==> src/rtl/muldiv_unit_if.sv <==
// Request/response bundle between the execute stage and the M-extension unit.
// valid_in is taken only while ready is high; valid_out pulses once per finished op.
interface muldiv_unit_if #(parameter int XLEN = 32);
  logic            valid_in;
  logic [6:0]      opcode;
  logic [2:0]      func3;
  logic [6:0]      func7;
  logic [XLEN-1:0] op_a;
  logic [XLEN-1:0] op_b;
  logic            flush;
  logic            is_muldiv;
  logic            ready;
  logic            busy;
  logic            valid_out;
  logic [XLEN-1:0] result;
  logic [1:0]      dbg_state;

  modport slave (
    input  valid_in, opcode, func3, func7, op_a, op_b, flush,
    output is_muldiv, ready, busy, valid_out, result, dbg_state
  );

  modport master (
    output valid_in, opcode, func3, func7, op_a, op_b, flush,
    input  is_muldiv, ready, busy, valid_out, result, dbg_state
  );
endinterface

==> src/rtl/muldiv_unit.sv <==
// RV32M/RV64M multiply-divide unit: single-cycle or shift-add multiply, restoring divide.
// Handshake: an op is accepted when valid_in && is_muldiv && ready && !flush on a rising edge.
module muldiv_unit #(
  parameter int XLEN     = 32,
  parameter bit FAST_MUL = 1'b1
) (
  input logic           clk,
  input logic           rst_n,
  muldiv_unit_if.slave  bus
);
  localparam int CW = $clog2(XLEN) + 1;

  typedef enum logic [1:0] {S_IDLE, S_MUL, S_DIV, S_DONE} state_t;

  state_t            r_state, w_next;
  logic [CW-1:0]     r_cnt;
  logic [2:0]        r_func3;
  logic              r_neg_q, r_neg_r;
  logic [2*XLEN-1:0] r_acc, r_opx;
  logic [XLEN-1:0]   r_opy, r_result;

  logic              w_ready, w_busy, w_valid_out;
  logic              w_is_m, w_accept, w_is_mul, w_last;
  logic              w_a_sgn, w_b_sgn, w_a_neg, w_b_neg;
  logic [XLEN-1:0]   w_a_mag, w_b_mag, w_spec_res;
  logic              w_div_zero, w_div_ovf, w_div_special;
  logic [2*XLEN-1:0] w_fast_prod, w_mul_acc;
  logic [XLEN:0]     w_shift, w_sub;
  logic              w_fits;
  logic [XLEN-1:0]   w_rem_n, w_quo_n, w_div_res;

  function automatic logic [XLEN-1:0] fix_mul(input logic [2*XLEN-1:0] p,
                                               input logic neg, input logic [2:0] f3);
    logic [2*XLEN-1:0] s;
    s = neg ? -p : p;
    return (f3 == 3'b000) ? s[XLEN-1:0] : s[2*XLEN-1:XLEN];
  endfunction

  assign w_is_m   = (bus.opcode == 7'b0110011) && (bus.func7 == 7'b0000001);
  assign w_accept = bus.valid_in && w_is_m && w_ready && !bus.flush;
  assign w_is_mul = !bus.func3[2];

  // Only MULH/MULHSU treat rs1 as signed, only MULH treats rs2 as signed.
  assign w_a_sgn = w_is_mul ? (bus.func3 == 3'b001 || bus.func3 == 3'b010) : !bus.func3[0];
  assign w_b_sgn = w_is_mul ? (bus.func3 == 3'b001) : !bus.func3[0];
  assign w_a_neg = w_a_sgn && bus.op_a[XLEN-1];
  assign w_b_neg = w_b_sgn && bus.op_b[XLEN-1];
  assign w_a_mag = w_a_neg ? -bus.op_a : bus.op_a;
  assign w_b_mag = w_b_neg ? -bus.op_b : bus.op_b;

  assign w_div_zero    = (bus.op_b == '0);
  assign w_div_ovf     = !bus.func3[0] && (bus.op_a == {1'b1, {(XLEN-1){1'b0}}}) && (bus.op_b == '1);
  assign w_div_special = w_div_zero || w_div_ovf;
  assign w_spec_res    = w_div_zero ? (bus.func3[1] ? bus.op_a : '1)
                                    : (bus.func3[1] ? '0 : bus.op_a);

  assign w_fast_prod = {{XLEN{1'b0}}, w_a_mag} * {{XLEN{1'b0}}, w_b_mag};
  assign w_mul_acc   = r_acc + (r_opy[0] ? r_opx : '0);

  // Divide: r_acc low half holds the partial remainder, r_opy shifts dividend out / quotient in.
  assign w_shift   = {r_acc[XLEN-1:0], r_opy[XLEN-1]};
  assign w_sub     = w_shift - {1'b0, r_opx[XLEN-1:0]};
  assign w_fits    = !w_sub[XLEN];
  assign w_rem_n   = w_fits ? w_sub[XLEN-1:0] : w_shift[XLEN-1:0];
  assign w_quo_n   = {r_opy[XLEN-2:0], w_fits};
  assign w_div_res = r_func3[1] ? (r_neg_r ? -w_rem_n : w_rem_n)
                                : (r_neg_q ? -w_quo_n : w_quo_n);
  assign w_last    = (r_cnt == CW'(XLEN-1));

  always_ff @(posedge clk or negedge rst_n) begin
    if (!rst_n) r_state <= S_IDLE;
    else        r_state <= w_next;
  end

  always_comb begin
    w_next = r_state;
    case (r_state)
      S_IDLE, S_DONE: begin
        w_next = S_IDLE;
        if (w_accept) begin
          if (w_is_mul) w_next = FAST_MUL ? S_DONE : S_MUL;
          else          w_next = w_div_special ? S_DONE : S_DIV;
        end
      end
      S_MUL, S_DIV: begin
        if (bus.flush)   w_next = S_IDLE;
        else if (w_last) w_next = S_DONE;
      end
      default: w_next = S_IDLE;
    endcase
  end

  always_comb begin
    w_ready     = 1'b0;
    w_busy      = 1'b0;
    w_valid_out = 1'b0;
    case (r_state)
      S_IDLE:       w_ready = 1'b1;
      S_DONE:       begin w_ready = 1'b1; w_valid_out = 1'b1; end
      S_MUL, S_DIV: w_busy = 1'b1;
      default:      w_ready = 1'b0;
    endcase
  end

  always_ff @(posedge clk or negedge rst_n) begin
    if (!rst_n) begin
      r_cnt    <= '0;
      r_func3  <= '0;
      r_neg_q  <= 1'b0;
      r_neg_r  <= 1'b0;
      r_acc    <= '0;
      r_opx    <= '0;
      r_opy    <= '0;
      r_result <= '0;
    end else if (w_accept) begin
      r_func3 <= bus.func3;
      r_neg_q <= w_a_neg ^ w_b_neg;
      r_neg_r <= w_a_neg;
      r_cnt   <= '0;
      r_acc   <= '0;
      if (w_is_mul) begin
        r_opx <= {{XLEN{1'b0}}, w_a_mag};
        r_opy <= w_b_mag;
        if (FAST_MUL) r_result <= fix_mul(w_fast_prod, w_a_neg ^ w_b_neg, bus.func3);
      end else begin
        r_opx <= {{XLEN{1'b0}}, w_b_mag};
        r_opy <= w_a_mag;
        if (w_div_special) r_result <= w_spec_res;
      end
    end else if (!bus.flush && r_state == S_MUL) begin
      r_acc <= w_mul_acc;
      r_opx <= r_opx << 1;
      r_opy <= r_opy >> 1;
      r_cnt <= r_cnt + 1'b1;
      if (w_last) r_result <= fix_mul(w_mul_acc, r_neg_q, r_func3);
    end else if (!bus.flush && r_state == S_DIV) begin
      r_acc <= {{XLEN{1'b0}}, w_rem_n};
      r_opy <= w_quo_n;
      r_cnt <= r_cnt + 1'b1;
      if (w_last) r_result <= w_div_res;
    end
  end

  assign bus.is_muldiv = w_is_m;
  assign bus.ready     = w_ready;
  assign bus.busy      = w_busy;
  assign bus.valid_out = w_valid_out;
  assign bus.result    = r_result;
  assign bus.dbg_state = r_state;
endmodule
==> src/flat_wrapper.sv <==
// flat-port wrapper written by rule: the top's interface ports become plain ports
module muldiv_unit_flat 
#(
  parameter int XLEN     = 32,
  parameter bit FAST_MUL = 1'b1
)
  (clk, rst_n, bus_valid_in, bus_opcode, bus_func3, bus_func7, bus_op_a, bus_op_b, bus_flush, bus_is_muldiv, bus_ready, bus_busy, bus_valid_out, bus_result, bus_dbg_state);
  muldiv_unit_if #(.XLEN(XLEN)) bus_i ();
  input logic clk;
  input logic rst_n;
  input wire logic [$bits(bus_i.valid_in)-1:0] bus_valid_in;
  input wire logic [$bits(bus_i.opcode)-1:0] bus_opcode;
  input wire logic [$bits(bus_i.func3)-1:0] bus_func3;
  input wire logic [$bits(bus_i.func7)-1:0] bus_func7;
  input wire logic [$bits(bus_i.op_a)-1:0] bus_op_a;
  input wire logic [$bits(bus_i.op_b)-1:0] bus_op_b;
  input wire logic [$bits(bus_i.flush)-1:0] bus_flush;
  output wire logic [$bits(bus_i.is_muldiv)-1:0] bus_is_muldiv;
  output wire logic [$bits(bus_i.ready)-1:0] bus_ready;
  output wire logic [$bits(bus_i.busy)-1:0] bus_busy;
  output wire logic [$bits(bus_i.valid_out)-1:0] bus_valid_out;
  output wire logic [$bits(bus_i.result)-1:0] bus_result;
  output wire logic [$bits(bus_i.dbg_state)-1:0] bus_dbg_state;
  assign bus_i.valid_in = bus_valid_in;
  assign bus_i.opcode = bus_opcode;
  assign bus_i.func3 = bus_func3;
  assign bus_i.func7 = bus_func7;
  assign bus_i.op_a = bus_op_a;
  assign bus_i.op_b = bus_op_b;
  assign bus_i.flush = bus_flush;
  assign bus_is_muldiv = bus_i.is_muldiv;
  assign bus_ready = bus_i.ready;
  assign bus_busy = bus_i.busy;
  assign bus_valid_out = bus_i.valid_out;
  assign bus_result = bus_i.result;
  assign bus_dbg_state = bus_i.dbg_state;
  muldiv_unit #(.XLEN(XLEN), .FAST_MUL(FAST_MUL)) u_core (.clk(clk), .rst_n(rst_n), .bus(bus_i));
endmodule
==> config.mk <==
export PLATFORM = sky130hd
export DESIGN_NAME = muldiv_unit_flat
export DESIGN_NICKNAME = d
export VERILOG_FILES = /design/src/rtl/muldiv_unit_if.sv /design/src/rtl/muldiv_unit.sv /design/src/flat_wrapper.sv
export SDC_FILE = /design/constraint.sdc
export NUM_CORES = 2
export LEC_CHECK = 0
export CAP_MARGIN = 20
export CORE_UTILIZATION = 33
export CTS_CLUSTER_SIZE = 12
export DETAILED_ROUTE_END_ITERATION = 12
export PLACE_DENSITY = 0.56
export SLEW_MARGIN = 30
export SYNTH_ARGS = -nofsm -noshare
export SYNTH_HDL_FRONTEND = slang
export SYNTH_SLANG_ARGS = --single-unit
==> constraint.sdc <==
create_clock -name clk -period 8.52 [get_ports clk]
set_input_delay 1.278 -clock clk [delete_from_list [all_inputs] [get_ports clk]]
set_output_delay 1.278 -clock clk [all_outputs]
set_load 0.005 [all_outputs]
=== Yosys cells after proc, flatten, opt, wreduce, memory -nomap -nowiden ===
Cells that the tools add are included.

* $add $sub $neg: 9
* $mul: 1
* Eq/ne operators: 12
* Muxes and demuxes: 45
* Bitwise logic cells: 1
* Reduce and logical (&&, ||, !) cells: 25

{| class="wikitable"
|+ Operators with widths
! cell !! count
|-
| two-way mux 32 bit || 23
|-
| two-way mux 64 bit || 8
|-
| negator 32 bit || 4
|-
| negator 64 bit || 2
|-
| adder 64 bit || 1
|-
| == test 32 bit (second input constant) || 2
|-
| multiplier 32 x 32 -> 64 bit || 1
|-
| subtractor 33 x 32 -> 33 bit || 1
|-
| logical NOT 32 bit || 1
|-
| two-way mux 6 bit || 3
|-
| logical AND 1 bit || 10
|-
| two-way mux 2 bit || 4
|-
| == test 7 x 1 -> 1 bit (second input constant) || 1
|-
| == test 7 x 6 -> 1 bit (second input constant) || 1
|-
| adder 6 x 1 -> 6 bit (second input constant) || 1
|-
| == test 6 x 5 -> 1 bit (second input constant) || 1
|-
| logical NOT 3 bit || 2
|-
| two-way mux 1 bit || 6
|-
| == test 2 bit (second input constant) || 2
|-
| case mux 2 bit (2 select lines) || 1
|-
| nonzero test 2 bit || 2
|-
| OR reduction 2 bit || 2
|-
| == test 3 x 1 -> 1 bit (second input constant) || 1
|-
| == test 3 x 2 -> 1 bit (second input constant) || 1
|-
| 9 further kinds || 12
|}

* Flip-flop bits (word level): 205

=== Logic depth before layout (Yosys ltp) ===
* Word-level depth: 11
* Depth in mapped cells: 43
* Depth with buffers taken out: 38

=== Worst setup path after synthesis ===
OpenSTA, ideal clock, no wires.

* Kind: input port to flip-flop
* Start point: input port bus_op_a[0]
* End point: register u_core.r_result[22] (netlist: u_core.bus.result[22])
* Library setup time: 121 ps
* Arrival time: 12030 ps
* Setup slack: -3631 ps
* Stages on the path: 41
* Path through: clkbuf_1 > inv_1 > clkbuf_1 > ha_1 > nand3_1 > or3_1 > nor4_1 > a21oi_1 > xnor2_1 > clkbuf_1 > nor2_1 > fa_1 > inv_1 > fa_1 > fa_1 > fa_1 > inv_1 > fa_1 > [... 5 more ...] > fa_1 > inv_1 > ha_1 > buf_2 > a21oi_2 > o21ai_0 > nor2_1 > a21oi_2 > o21a_1 > or3_1 > a2111o_1 > or4_1 > buf_2 > or4_4 > o31ai_1 > xnor2_1 > a22oi_1 > a22o_1

* Longest elaborated chain between the ends: 8
* Elaborated cells between the ends (all ways): 14
* Classes of those cells: 2 x add/sub; 1 x mul; 2 x eq/ne; 5 x mux; 4 x reduce/logical

{| class="wikitable"
|+ Ends and longest elaborated chain
! what !! line !! source
|-
| start, declared || flat_wrapper.sv:15 || <nowiki>input wire logic [$bits(bus_i.op_a)-1:0] bus_op_a;</nowiki>
|-
| negator 32 bit || muldiv_unit.sv:48 || <nowiki>assign w_a_mag = w_a_neg ? -bus.op_a : bus.op_a;</nowiki>
|-
| two-way mux 32 bit || muldiv_unit.sv:48 ||
|-
| multiplier 32 x 32 -> 64 bit || muldiv_unit.sv:57 || <nowiki>assign w_fast_prod = {{XLEN{1'b0}}, w_a_mag} * {{XLEN{1'b0}}, w_b_mag};</nowiki>
|-
| negator 64 bit || muldiv_unit.sv:35 || <nowiki>s = neg ? -p : p;</nowiki>
|-
| two-way mux 64 bit || muldiv_unit.sv:35 ||
|-
| two-way mux 32 bit || muldiv_unit.sv:36 || <nowiki>return (f3 == 3'b000) ? s[XLEN-1:0] : s[2*XLEN-1:XLEN];</nowiki>
|-
| two-way mux 32 bit || muldiv_unit.sv:121 || <nowiki>if (w_is_mul) begin</nowiki>
|-
| two-way mux 32 bit || muldiv_unit.sv:115 || <nowiki>end else if (w_accept) begin</nowiki>
|-
| end signal, assigned || muldiv_unit.sv:124 || <nowiki>if (FAST_MUL) r_result <= fix_mul(w_fast_prod, w_a_neg ^ w_b_neg, bus.func3);</nowiki>
|-
| end signal, assigned || muldiv_unit.sv:128 || <nowiki>if (w_div_special) r_result <= w_spec_res;</nowiki>
|-
| end signal, assigned || muldiv_unit.sv:135 || <nowiki>if (w_last) r_result <= fix_mul(w_mul_acc, r_neg_q, r_func3);</nowiki>
|-
| end, declared || muldiv_unit.sv:20 || <nowiki>logic [XLEN-1:0] r_opy, r_result;</nowiki>
|}

Several ways; a longest one is shown, not always the timed one.
A chain may end at the register's enable or synchronous reset.

=== Worst setup path after layout ===
* Start point: input port bus_op_a[17]
* End point: register u_core.r_result[23] (netlist: u_core.bus.result[23])

Same word-level chain as after synthesis.

==> metrics.txt <==
status=finished with violations; failing checks=design-rule violations, negative setup slack; area share of the largest cell type after synthesis=30.6%; Core ar.=0.176 sq mm; chip height=424 um; Area Growth Syn to Fin=30.0%; Detailed Routing Iterations Pass 1=10; gp weighted congestion=1.04; Worst setup SP type=input pin; Worst-path clk slew=0.06 ns; Worst EP required=9.00 ns; die area=0.180 sq mm; RSZ-0062 raised after global routing=true; first-pass GRT wire length=409,000 um; Bufs and invs on worst path=13; syn_area_per_cell=7.78 sq um; initial antenna violation count=9; reg-to-reg endpoint=u_core.bus.result[10]; ys flop type=dfrtp_1; final setup violation count=32; hold-fix buffers at CTS=0; hold_sp=u_core.r_acc[37]; Hold Path End=u_core.r_acc[37]; sequential area share after synthesis=8.74%; GRT overflow=0; Nets=9,839; I/O Buffers=122; Core Util, Final=43.3%; Rel. slew slack=29.1%; Vias=60,700; Post-Synthesis Cells=7,541; DRC violation count after routing=12; Async SR Flop Fraction=100%; crit share post-route=127%; kind of critical path=input pin to register; fin. max-slew vios=0; Critical Path AT=11.30 ns; Period minus WS final=10.82 ns; post-synth cell types=112; worst r2r path cells=16; CP delay by family, top=adder cells; Longest Clk Path Bufs=3; Setup WS post-layout=-2.30 ns; gr usage total=30.5%; largest net degree at the start of global routing=173; CTS Sinks=205; final hold vios=0; r2r setup slk=1.44 ns; Worst-Margin Slew=1.06 ns; row cnt=154; vias in the first global route=61,400; Inserted Clock Buffers=28; # IOs=123; root buffer cell=clkbuf_16; synth cell count leaders=nand2_1 (1,027), inv_1 (1,006), nor2_1 (962); synth warn=0; Crit path top cell by count=buf_4; ANT nets after route=0; clk_skew=0.0371 ns; biggest area consumer among synthesized cells=fa_1; First DRT Iteration DRCs=5,982; share of cells above drive strength 1=22.1%; H-tree Lvls=1; TritonCTS clock tree=built; Worst setup EP type=register; drt total wl=278,000 um; most common cell in the netlist=nand2_1; Min-Delay Path Class=register to register; drt via density=5.59; Worst Path Max Fanout=14; Post-Syn Area=0.0587 sq mm; syn_nets=8,893; Post-synth EDFFs=0; worst skew pair latency=0.62 ns; routed wire length per instance=25.6 um; Seq cells post-synth=205; CP max stage cell=or4_4; Die W=424 um; critical path's largest stage delay=0.57 ns; reg2reg start=u_core.r_opy[0]; max cap viols=0; top post-synthesis cells by area=fa_1 (31%), dfrtp_1 (8.7%), ha_1 (7.9%), nand2_1 (6.6%), inv_1 (6.4%); Achievable Freq=92.4 MHz; Starting Density=33.3%; Hold Path Stages=2; Post-DP HPWL=234,000 um
## layout by cell type (no fill, tap or decap), types with 39 or more instances in the layout
master	n
buf_12	101
a21o_1	62
o211ai_1	81
xnor2_2	51
a211oi_1	43
xnor2_1	128
o31ai_1	39
inv_1	991
buf_4	1088
clkdlybuf4s50_1	100
nand3_1	71
ha_1	342
a31oi_1	54
a21oi_1	432
mux2i_1	57
nand4_1	92
or3_1	40
nand2_1	1009
dfrtp_1	204
xor2_1	105
and2_1	60
nor2_1	914
o21ai_1	39
fa_1	879
o21ai_0	265
buf_6	66
xor2_2	48
nor3_1	106
## metal layers
layer	global-route usage [%]	share of wire, %	vias to the layer above	wire (um)
met3	5.55	8.5	599	23500
li1	-	-	26700	-
met2	46.0	43	2838	119000
met1	41.7	42	30600	117000
met4	15.5	6.4	4	17900
met5	0	0.0083	-	23
## tightest hold or removal path, cell delays in order, from the launching register on
cell	delay (ns)
dfrtp_1	0.34
nand2_1	0.05
o21ai_0	0.06
## sequential cells by signal, summed over array words and instances, names as in the netlist
signal and count:
u_core.r_acc 64, u_core.r_opx 64, u_core.bus.result 32, u_core.r_opy 32, u_core.r_cnt 6, u_core.r_func3 3, u_core.bus.dbg_state 2, u_core.r_neg_q 1
u_core.r_neg_r 1
## per-stage QoR
stage | setup slack (ns) | cells | hold slack, ns | cell area [sq um] | setup TNS, ns
after floorplan | -2.58 | 7541 | 0.456 | 59300 | -71.49
after global placement | -3.71 | 10700 | 0.468 | 72100 | -108.58
after detailed placement | -3.81 | 10700 | 0.477 | 72100 | -110.79
after CTS | -2.32 | 10800 | 0.489 | 75200 | -66.39
after global routing | -2.64 | 10800 | 0.517 | 76300 | -76.39
final | -2.30 | 10900 | 0.484 | 76300 | -66.51
## cell families (layout without fill, tap and decap cells)
family	after synthesis	count (layout)	synth area share [%]
multiplexers	72	72	1.25
XOR/XNOR	350	350	5.24
buffers and inverters	1472	2439	9.52
AO/OA/AOI/OAI	1483	1483	16.3
flip-flops	205	205	8.74
other	0	3	0
AND/OR/NAND/NOR	2688	2688	20.4
adder cells (fa/ha/maj)	1271	1271	38.6
## worst max path at each step
stage                            start                     to  slack (ns)  depth (start not counted)
after global placement     bus_op_a[3]  u_core.bus.result[30]       -3.71                         38
after CTS                 bus_op_a[17]  u_core.bus.result[23]       -2.32                         39
final                     bus_op_a[17]  u_core.bus.result[23]       -2.30                         41
after global routing       bus_op_b[4]  u_core.bus.result[23]       -2.64                         38
after detailed placement   bus_op_a[3]  u_core.bus.result[30]       -3.81                         38
after floorplan           bus_op_a[15]  u_core.bus.result[26]       -2.58                         34
## cell type report
class                      count  area [sq um]
clock buffer                  40           796
fill                       17700        100000
timing repair buffer        1378         12100
sequential                   205          5130
inverter                    1010          3800
clock inverter                11           163
antenna                        3          7.51
multi-input combinational   5864         51300
tap                         2340          2930
## repair_timing
item / CTS / global route
pin swaps: 194 / 136
gates resized for setup: 366 / 187
setup buffers: 81 / 41
endpoints found under the setup margin: 32 / 32
cloned: 0 / 0
Power is not shown: default switching activity piles up to over one toggle a cycle in this logic, so the estimate is an artifact.
==> RTL change: new RTL, same settings <==
`XLEN` is set to 32 in 3 places; all go to 16.
--- a/src/rtl/muldiv_unit_if.sv
+++ b/src/rtl/muldiv_unit_if.sv
@@ -1,6 +1,6 @@
 // Request/response bundle between the execute stage and the M-extension unit.
 // valid_in is taken only while ready is high; valid_out pulses once per finished op.
-interface muldiv_unit_if #(parameter int XLEN = 32);
+interface muldiv_unit_if #(parameter int XLEN = 16);
   logic            valid_in;
   logic [6:0]      opcode;
   logic [2:0]      func3;
--- a/src/rtl/muldiv_unit.sv
+++ b/src/rtl/muldiv_unit.sv
@@ -1,7 +1,7 @@
 // RV32M/RV64M multiply-divide unit: single-cycle or shift-add multiply, restoring divide.
 // Handshake: an op is accepted when valid_in && is_muldiv && ready && !flush on a rising edge.
 module muldiv_unit #(
-  parameter int XLEN     = 32,
+  parameter int XLEN     = 16,
   parameter bit FAST_MUL = 1'b1
 ) (
   input logic           clk,
--- a/src/flat_wrapper.sv
+++ b/src/flat_wrapper.sv
@@ -1,7 +1,7 @@
 // flat-port wrapper written by rule: the top's interface ports become plain ports
 module muldiv_unit_flat 
 #(
-  parameter int XLEN     = 32,
+  parameter int XLEN     = 16,
   parameter bit FAST_MUL = 1'b1
 )
   (clk, rst_n, bus_valid_in, bus_opcode, bus_func3, bus_func7, bus_op_a, bus_op_b, bus_flush, bus_is_muldiv, bus_ready, bus_busy, bus_valid_out, bus_result, bus_dbg_state);
Ports: changed (resized bus_op_a, bus_op_b and bus_result); port bits go from 123 to 75. No check against the original RTL was run, so the function may have changed too.
==> RTL change against the unedited design <==
- the run ends with setup timing left
- wire length decreased by 69%
- die area decreased by 64%
- area after synthesis decreased by 64%
- critical path depth decreased by 9
- maximum frequency increased by 19%
- synthesized cell count decreased by 64%
- sequential share of layout area increased by 3.2 points
- clock skew decreased by 20 ps
- global-route usage decreased by 4.4 points
- sequential cell count decreased by 97
- cell area decreased by 64%
- setup slack improved by 1700 ps
- worst hold slack improved by 17 ps
Power is not shown: default switching activity piles up to over one toggle a cycle in this logic, so the estimate is an artifact.
==> RTL change: results (changes against the unedited design) <==
* Top cells by area, synth: fa_1, dfrtp_1, ha_1
* Number of buffers added on ports at 74 (-39%)
* Nets at 3511 (-64%)
* DP Wirelength at 69500 um (-70%)
* Share of cells above drive strength 1 at 22.2% (+0.089 points)
* Failing checks: setup timing
* Setup TNS at -5700 ps (+60800 ps)
* Skew-Pair Late Insertion Delay at 390 ps (-230 ps)
* Worst path slowest cell: fa_1
* Initial antenna violation count at 3 (-6)
* Syn nets at 3143 (-65%)
* Slowest stage delay, CP at 540 ps (-30 ps)
* Fin cells at 3952 (-64%)
* Final setup violation count at 15 (-53%)
* Largest net degree at the start of global routing at 60 (-65%)
* Largest regs: u_core.r_acc x32, u_core.r_opx x32
* Seq/Total Area, Yosys at 12.9% (+4.1 points)
* TritonRoute pass-1 iters at 9 (-1)
* Status: complete, but fails checks
* Slew margin rel. at 30.6% (+1.5 points)
* CP max FO at 4 (-10)
* Total number of vias at 21893 (-64%)
* Clock buffer depth at 2 (-1)
* Crit path to: u_core.bus.result[14]
* Clock slew at reported path FFs at 90 ps (+30 ps)
* CTS Buf Count at 9 (-68%)
* Initial drt markers at 1904 (-68%)
* FF-to-FF path depth at 15 (-1)
* Placed Area at 25400 um^2 (-65%)
* Worst setup margin at -570 ps (+1730 ps)
* R2R setup slack at 3030 ps (+1590 ps)
==> RTL change: cell count changes in the layout (fill, tap and decap cells not counted), sizes merged, moves of 194 or more <==
cell	change
fa	-702
inv	-736
nor2	-651
a21oi	-294
buf	-831
nand2	-667
ha	-206
o21ai	-194
==> RTL change: cells by family (layout without fill, tap and decap cells) <==
kind of cell / after synthesis / count (layout) / share of synthesized area, %
AOI/OAI and AO/OA: 667 / 667 / 21.2
adders and majority gates: 359 / 359 / 28.4
muxes: 32 / 32 / 1.53
buffers and inverters: 411 / 784 / 7.72
and+or+nand+nor: 1009 / 1009 / 22.2
other: 0 / 2 / 0
DFF: 108 / 108 / 12.9
xor gates and xnor gates: 145 / 145 / 6.05
==> RTL change: area by class of cell <==
cell class	instances	share of cell area, %
sequential	108	9.98
antenna	2	0.0185
inverter	271	3.75
tap	846	3.91
clock buffer	9	0.831
multi-input combinational	2212	65.9
clock inverter	7	0.337
timing repair buffer	497	15.3
==> RTL change: timing repair <==
action | in CTS | in global routing
setup buffers | 34 | 30
resized for setup | 128 | 113
cloned | 0 | 0
endpoints found under the setup margin | 16 | 16
pin swaps | 82 | 99
==> RTL change: stage by stage <==
| step | setup WS, ps | util (%) | hold slack [ps] |
|---|---|---|---|
| after CTS | -556 | 41.9 | 504 |
| after detailed placement | -1450 | 40.3 | 482 |
| final | -570 | 43.0 | 500 |
| after global placement | -1430 | 40.3 | 475 |
| after global routing | -735 | 43.0 | 540 |
| after floorplan | -415 | - | 456 |
==> RTL change: routing by layer <==
metal / GRT usage (%) / wire, um / up-vias
met5: 0 / 39 / -
met4: 6.87 / 2390 / 6
met3: 3.36 / 5410 / 130
met2: 41.6 / 38600 / 747
met1: 37.0 / 38400 / 10882
li1: - / - / 10128
